## src/rtl/mioc_dma_arbiter.sv

```systemverilog
`default_nettype none
// ============================================================================
// Module      : mioc_dma_arbiter
// Description : Hands the ADAM memory bus from the Z80 to the 6801 DMA engine
//               and back, with address-buffer guard cycles and a bus-acquire
//               timeout.
// Revision    : 1.0 - initial release
// ============================================================================
module mioc_dma_arbiter #(
    parameter int SYNC_STAGES  = 2,
    parameter int ACQ_TIMEOUT  = 64,
    parameter int GUARD_CYCLES = 1
) (
    input  logic       B_PHI,
    input  logic       RST_N,
    input  logic       DMA_N,
    input  logic       BUSAK_N,
    output logic       BUSRQ_N,
    output logic       ADDRBUFEN_N,
    output logic       DMA_GNT,
    output logic       DMA_ERR,
    output logic [2:0] STATE
);

    localparam int c_cnt_max = (ACQ_TIMEOUT > GUARD_CYCLES) ? ACQ_TIMEOUT : GUARD_CYCLES;
    localparam int c_cnt_w   = $clog2(c_cnt_max + 1);

    localparam logic [c_cnt_w-1:0] c_acq_last   = c_cnt_w'(ACQ_TIMEOUT - 1);
    localparam logic [c_cnt_w-1:0] c_guard_last = c_cnt_w'(GUARD_CYCLES - 1);
    localparam logic [c_cnt_w-1:0] c_cnt_sat    = {c_cnt_w{1'b1}};
    localparam logic [c_cnt_w-1:0] c_cnt_one    = c_cnt_w'(1);

    localparam logic [2:0] c_st_idle      = 3'd0;
    localparam logic [2:0] c_st_req       = 3'd1;
    localparam logic [2:0] c_st_guard_on  = 3'd2;
    localparam logic [2:0] c_st_grant     = 3'd3;
    localparam logic [2:0] c_st_guard_off = 3'd4;
    localparam logic [2:0] c_st_release   = 3'd5;
    localparam logic [2:0] c_st_abort     = 3'd6;

    logic [SYNC_STAGES-1:0] r_sync;
    logic [2:0]             r_state;
    logic [c_cnt_w-1:0]     r_cnt;
    logic                   r_err;
    logic                   r_busrq_n;
    logic                   r_addrbufen_n;
    logic                   r_dma_gnt;

    logic                   w_dma_req;
    logic [2:0]             w_state_nxt;
    logic [c_cnt_w-1:0]     w_cnt_inc;
    logic [c_cnt_w-1:0]     w_cnt_nxt;
    logic                   w_err_nxt;

    // Reset preloads the chain with "no request" so a held-low DMA_N cannot
    // start a transfer on the first edge after reset.
    always_ff @(posedge B_PHI) begin
        if (!RST_N) begin
            r_sync <= '1;
        end else begin
            r_sync <= {r_sync[SYNC_STAGES-2:0], DMA_N};
        end
    end

    assign w_dma_req = ~r_sync[SYNC_STAGES-1];
    assign w_cnt_inc = (r_cnt == c_cnt_sat) ? r_cnt : r_cnt + c_cnt_one;

    always_comb begin
        w_state_nxt = r_state;
        w_cnt_nxt   = w_cnt_inc;
        w_err_nxt   = r_err;
        case (r_state)
            c_st_idle: begin
                w_cnt_nxt = '0;
                // A still-low BUSAK_N is left over from the last cycle; wait it out.
                if (w_dma_req && BUSAK_N) begin
                    w_state_nxt = c_st_req;
                    w_err_nxt   = 1'b0;
                end
            end
            c_st_req: begin
                if (!BUSAK_N) begin
                    w_state_nxt = c_st_guard_on;
                    w_cnt_nxt   = '0;
                end else if (!w_dma_req) begin
                    w_state_nxt = c_st_release;
                    w_cnt_nxt   = '0;
                end else if (r_cnt == c_acq_last) begin
                    w_state_nxt = c_st_abort;
                    w_cnt_nxt   = '0;
                    w_err_nxt   = 1'b1;
                end
            end
            c_st_guard_on: begin
                if (r_cnt == c_guard_last) begin
                    w_state_nxt = c_st_grant;
                    w_cnt_nxt   = '0;
                end
            end
            c_st_grant: begin
                w_cnt_nxt = '0;
                if (BUSAK_N) begin
                    w_state_nxt = c_st_guard_off;
                    w_err_nxt   = 1'b1;
                end else if (!w_dma_req) begin
                    w_state_nxt = c_st_guard_off;
                end
            end
            c_st_guard_off: begin
                if (r_cnt == c_guard_last) begin
                    w_state_nxt = c_st_release;
                    w_cnt_nxt   = '0;
                end
            end
            c_st_release: begin
                w_cnt_nxt = '0;
                if (BUSAK_N) begin
                    w_state_nxt = c_st_idle;
                end
            end
            c_st_abort: begin
                w_cnt_nxt = '0;
                if (!w_dma_req && BUSAK_N) begin
                    w_state_nxt = c_st_idle;
                end
            end
            default: begin
                w_state_nxt = c_st_idle;
                w_cnt_nxt   = '0;
            end
        endcase
    end

    // Outputs decode the next state so they flip on the same edge as STATE.
    always_ff @(posedge B_PHI) begin
        if (!RST_N) begin
            r_state       <= c_st_idle;
            r_cnt         <= '0;
            r_err         <= 1'b0;
            r_busrq_n     <= 1'b1;
            r_addrbufen_n <= 1'b0;
            r_dma_gnt     <= 1'b0;
        end else begin
            r_state       <= w_state_nxt;
            r_cnt         <= w_cnt_nxt;
            r_err         <= w_err_nxt;
            r_busrq_n     <= !(w_state_nxt inside {c_st_req, c_st_guard_on, c_st_grant, c_st_guard_off});
            r_addrbufen_n <= (w_state_nxt inside {c_st_guard_on, c_st_grant, c_st_guard_off});
            r_dma_gnt     <= (w_state_nxt == c_st_grant);
        end
    end

    assign BUSRQ_N     = r_busrq_n;
    assign ADDRBUFEN_N = r_addrbufen_n;
    assign DMA_GNT     = r_dma_gnt;
    assign DMA_ERR     = r_err;
    assign STATE       = r_state;

endmodule
`default_nettype wire

```

## config.mk

```make
export PLATFORM = sky130hd
export DESIGN_NAME = mioc_dma_arbiter
export DESIGN_NICKNAME = d
export VERILOG_FILES = /design/src/rtl/mioc_dma_arbiter.sv
export SDC_FILE = /design/constraint.sdc
export NUM_CORES = 1
export LEC_CHECK = 0
export ABC_AREA = 1
export BUFFER_PORTS_ARGS = -buffer_cell sky130_fd_sc_hd__buf_4
export CAP_MARGIN = 20
export CORE_AREA = 4 4 47 49
export CTS_BUF_LIST = sky130_fd_sc_hd__clkbuf_8
export DETAILED_ROUTE_END_ITERATION = 10
export DIE_AREA = 0 0 51 53
export GPL_ROUTABILITY_DRIVEN = 0
export GPL_TIMING_DRIVEN = 0
export PLACE_DENSITY_LB_ADDON = 0.08
export SYNTH_ARGS = -nofsm -noshare
export SYNTH_HDL_FRONTEND = slang
export SYNTH_SLANG_ARGS = --single-unit
```

## constraint.sdc

```tcl
create_clock -name B_PHI -period 1.4 [get_ports B_PHI]
set_input_delay 0.07 -clock B_PHI [delete_from_list [all_inputs] [get_ports B_PHI]]
set_output_delay 0.07 -clock B_PHI [all_outputs]
set_load 0.02 [all_outputs]
```

* Word-level counts from Yosys, hierarchy flattened
Index checks and enable logic that the tools add are counted.
Storage, ports and cells: bits in registers 16, output and inout port bits 7, word-level logic and storage cells 59
Cells by class: add/sub/neg operators 1, equal/unequal tests 17, multiplexer cells 23, bitwise operators 1, reduce and logical (&&, ||, !) cells 10
Operators with widths (number):
- 2-to-1 mux 7 bit | 5
- 2-to-1 mux 3 bit | 10
- one-hot mux 3 bit (7 select lines) | 1
- one-hot mux 7 bit (2 select lines) | 1
- == test 3 x 2 -> 1 bit, second input constant | 4
- == test 3 bit, second input constant | 4
- inequality test 2 bit, second input constant | 5
- adder 7 x 1 -> 7 bit, second input constant | 1
- == test 7 x 6 -> 1 bit, second input constant | 1
- == test 7 bit, second input constant | 1
- logical NOT 7 bit | 1
- == test 3 x 1 -> 1 bit, second input constant | 2
- AND reduction 6 bit | 1
- nonzero test 3 bit | 2
- 2-to-1 mux 1 bit | 5
- nonzero test 4 bit | 1
- logical NOT 3 bit | 1
- one-hot mux 1 bit (3 select lines) | 1
- logical AND 1 bit | 2
- OR reduction 2 bit | 1
- logical NOT 1 bit | 1
- inverter 1 bit | 1

* Logic depth before layout (Yosys ltp)
depth in word-level cells 8, depth in mapped cells 13, depth with buffers taken out 13

* Worst setup path before layout
No wires, ideal clock.
kind reg2reg, from reg r_state[2], in the netlist STATE[2], to reg r_busrq_n, in the netlist BUSRQ_N, setup time 0.112 ns, arrival time 1.336 ns, slack -0.048 ns, cell stages (with the launch flop) 11, path buffers 1, period minus slack after synthesis 1.448 ns, path through dfxtp_1 -> buf_2 -> inv_1 -> nand3_1 -> nand2_1 -> nand2_1 -> nand2_2 -> nor2_4 -> nand3_2 -> nand2_1 -> nand2_1
Between the ends: cells in the longest elaborated chain, start to end 7, elaborated cells on any way between the ends 24, classes of those cells eq/ne (10); mux (11); reduce/logical (3)
Ends and longest elaborated chain:
- from (decl) | line 42 | logic [2:0] r_state;
- from (signal assigned) | line 137 | r_state <= c_st_idle;
- from (signal assigned) | line 144 | r_state <= w_state_nxt;
- 2-to-1 mux 3 bit | line 88 | end else if (r_cnt == c_acq_last) begin
- 2-to-1 mux 3 bit | line 85 | end else if (!w_dma_req) begin
- 2-to-1 mux 3 bit | line 82 | if (!BUSAK_N) begin
- one-hot mux 3 bit (7 select lines) (*) | line 72 | case (r_state)
- == test 3 x 1 -> 1 bit, or another cell as far along | line 147 | r_busrq_n <= !(w_state_nxt inside {c_st_req, c_st_guard_on, c_st_grant, c_st_guard_off});
- nonzero test 4 bit (*) | line 147
- logical NOT 1 bit (*) | line 147
- to (signal assigned) | line 147
- to (decl) | line 45 | logic r_busrq_n;
Every way passes the cells marked *; elsewhere a longest branch is shown, timed or not. A chain may end at the register's enable or synchronous reset.

* Worst setup path after layout
from reg r_cnt[0], to reg r_busrq_n, in the netlist BUSRQ_N
Between the ends: cells in the longest elaborated chain, start to end 8, elaborated cells on any way between the ends 14, classes of those cells eq/ne (5); mux (6); reduce/logical (3)
Ends and longest elaborated chain:
- from (decl) | line 43 | logic [c_cnt_w-1:0] r_cnt;
- from (signal assigned) | line 145 | r_cnt <= w_cnt_nxt;
- == test 7 x 6 -> 1 bit | line 88
- 2-to-1 mux 3 bit | line 88
- 2-to-1 mux 3 bit | line 85
- 2-to-1 mux 3 bit | line 82
- one-hot mux 3 bit (7 select lines) (*) | line 72
- == test 3 x 1 -> 1 bit, or another cell as far along | line 147
- nonzero test 4 bit (*) | line 147
- logical NOT 1 bit (*) | line 147
Marked as above.

==> metrics.md <==
| Metric | Value |
|---|---|
| Status | finished, final reports clean |
| CP max stage delay | 0.39 ns |
| Total chip power | 1060 uW |
| Final wirelength | 2070 um |
| CTS buffer count | 3 |
| Die height | 53 um |
| Crit path from | r_cnt[0] |
| CTS Root Cell | clkbuf_8 |
| Synth Area in XOR/XNOR | 0.0294 |
| Reg2reg setup slack | 0.007 ns |
| CP top delay family | simple AND/OR/NAND/NOR gates |
| H-tree levels | 1 |
| Synth Cell Area | 893 um^2 |
| Placed Instances | 165 |
| DR DRC count | 0 |
| Final Setup Violations | 0 |
| Hold Crit Class | primary input to flip-flop |
| Pwr Density | 867 nW/um^2 |
| Post-Layout Inst Area | 1220 um^2 |
| IR drop worst, VDD | 836 uV |
| Clock Skew | 0.00503 ns |
| Pin count of the biggest net entering global routing | 10 |
| Main combinational cell family by area after synthesis | simple AND/OR/NAND/NOR gates |
| Reg-to-Reg Start | r_cnt[0] |
| Nets | 151 |
| Flip-flop and latch count after synthesis | 16 |
| Unrepaired setup endpoints after global routing | true |
| Layout cells sized above 1 | 0.417 |
| Worst rel slew slack | 0.794 |
| Die Wd | 51 um |
| TritonRoute pass-1 iters | 4 |
| Post-synthesis simple-gate area fraction | 0.402 |
| Max Slew Vio Count | 0 |
| Hold Fails Final Rpt | 0 |
| Post-Synthesis Cells | 128 |
| Min Tclk post-route | 1.39 ns |
| First-pass GRT wire length | 3460 um |
| Worst Path Buf+Inv | 0 |
| PnR worst setup slack | 0.00669 ns |
| Hold buffers post-CTS | 0 |
| Slowest stage cell, crit path | dfxtp_4 |
| Netlist cell types | 28 |
| Cell count of the worst reg-to-reg path | 10 |
| Crit path to | BUSRQ_N |
| Drt wl/cell | 12.1 um |
| Yosys top cell area share | 0.359 |
| CTS clk-pin slew, worst paths | 0.07 ns |
| Total GRT Usage | 0.174 |
| Max_cap viols | 0 |
| Max Buffers Root-to-Sink | 2 |
| Vias in the first global route | 833 |
| CTS tree | done |
| FILL cells | 167 |
| Period utilization | 0.995 |
| Worst hold slack | 0.00781 ns |
| Worst slack, placed | -0.251 ns |
| Worst endpoint required time | 1.54 ns |
| I/O pin count | 11 |
| Non-filler cells, final | 171 |
| Dominant cell type by area after synthesis | dfxtp_1 |
| Worst Tran Pin Value | 0.306 ns |
| Syn avg cell area | 6.98 um^2 |
| Mapped Nets | 134 |
| Worst Path Max Fanout | 4 |
| Post-Synth Adder-Cell Area | 0.0280 |
| DRT iter0 DRCs | 21 |
| Area Overhead vs Synth | 37.1% |
| Detail Route Antenna Nets | 0 |
| Die footprint | 2700 um^2 |
| Core Region | 1860 um^2 |
| Antenna Cells | 0 |
| GRT Residual Overflow | 0 |
| Top post-synthesis cells by area | dfxtp_1, nand2_1, nor2_1 |
| CP Data Arrival Time | 1.54 ns |
| Crit path depth | 10 |
| Vias per inst | 5.12 |
| P_leak | 0.000546 uW |
| Worst R2R End | BUSRQ_N |
| Starting Density | 0.480 |
| Worst skew pair latency | 0.25 ns |
| Area after DPL | 1010 um^2 |
| WS Path Type | flip-flop to flip-flop |
| CP Cell Sequence | ha_4, nand2_2, nor2_4, nand2_4, nand2_4, a21oi_4, nor2_4, nand3_2, nand2_2, nand2_1 |
| Hpwl dp | 1450 um |
| Sequential area share after synthesis | 0.359 |
| Commonest cells after routing, fill and taps aside | nand2_1, nor2_1, buf_4 |
| Fmax | 718 MHz |
| Crit end category | flip-flop |
| Most common cell after layout, fill and taps aside | nand2_1 |
| Initial antenna violation count | 0 |
| Mux contribution to synthesized area | 0 |
| Vias | 876 |
| Clk sinks | 16 |
| Startpoint type of the worst setup path | flip-flop |
| Syn. warnings | 0 |
| Row count | 16 |
| Synth Area in Compound Gates | 0.101 |
| I/O Buffers | 10 |
## report_power, final
part	switching, uW	internal (uW)
combinational	102	69.5
sequential	15.4	466
clock	159	249
total	277	785
## metrics by stage
| step | utilization | TNS, ns |
|---|---|---|
| 2_1_floorplan | - | 0 |
| 3_3_place_gp | 0.540 | -1.17 |
| 3_5_place_dp | 0.540 | -1.48 |
| 4_1_cts | 0.606 | 0 |
| 5_1_grt | 0.658 | -0.468 |
| 6_report | 0.658 | 0 |
## worst reg2reg max path: stages, from the launching register on
cell	delay (ns)
dfxtp_4	0.39
ha_4	0.15
nand2_2	0.06
nor2_4	0.12
nand2_4	0.09
nand2_4	0.09
a21oi_4	0.06
nor2_4	0.10
nand3_2	0.09
nand2_2	0.08
nand2_1	0.04
## layout make-up
cell class                      instances  area, um^2  area share
Inverter                               18        70.1      0.0572
Sequential cell                        16         338       0.276
Timing Repair Buffer                   13        97.6      0.0797
Multi-Input combinational cell         93         631       0.515
Tap cell                               27        33.8      0.0276
Clock buffer                            4        55.1      0.0449
## cells in the mapped netlist, drive strengths merged
cell	count
nand2	28
nor2	23
inv	17
dfxtp	16
nand3	11
a21oi	8
nor3	6
o21ai	3
ha	2
nand4	2
or2	2
xor2	2
a31oi	1
buf	1
clkinv	1
nor3b	1
nor4	1
o21a	1
o22ai	1
xnor2	1
## logic make-up after synthesis
logic type / count (synthesis)
and+or+nand+nor: 74
buffers and inverters: 19
adders and majority gates: 2
xor gates and xnor gates: 3
DFF: 16
AOI/OAI and AO/OA: 14
## worst min path at each step
stage	startpoint	to	slack (ns)	cells after the start
final	DMA_N	r_sync[0]	0.008	2
after global routing	DMA_N	r_sync[0]	0.003	2
after CTS	DMA_N	r_sync[0]	0.001	2
after detailed placement	DMA_N	r_sync[0]	0.26	2
after global placement	DMA_N	r_sync[0]	0.26	2
after floorplan	RST_N	BUSRQ_N	0.14	1
## sequential cells by signal, summed over array words and instances (netlist names)
signal	flops
ADDRBUFEN_N	1
BUSRQ_N	1
DMA_ERR	1
DMA_GNT	1
STATE	3
r_cnt	7
r_sync	2
## routing by layer
metal | wire (um) | global-route usage | vias to the layer above | share of wire
li1 | - | - | 442 | -
met1 | 868 | 0.189 | 404 | 0.42
met2 | 1060 | 0.298 | 20 | 0.51
met3 | 60 | 0.0338 | 10 | 0.029
met4 | 83 | 0.130 | 0 | 0.040
met5 | 0 | 0 | - | 0
## what timing repair did
action	in CTS	in global routing
pin swaps	7	17
setup endpoints to repair	12	12
setup buffers	3	0
endpoints found under the hold margin	0	0
resized for setup	14	29
(Power assumes the default switching activity.)
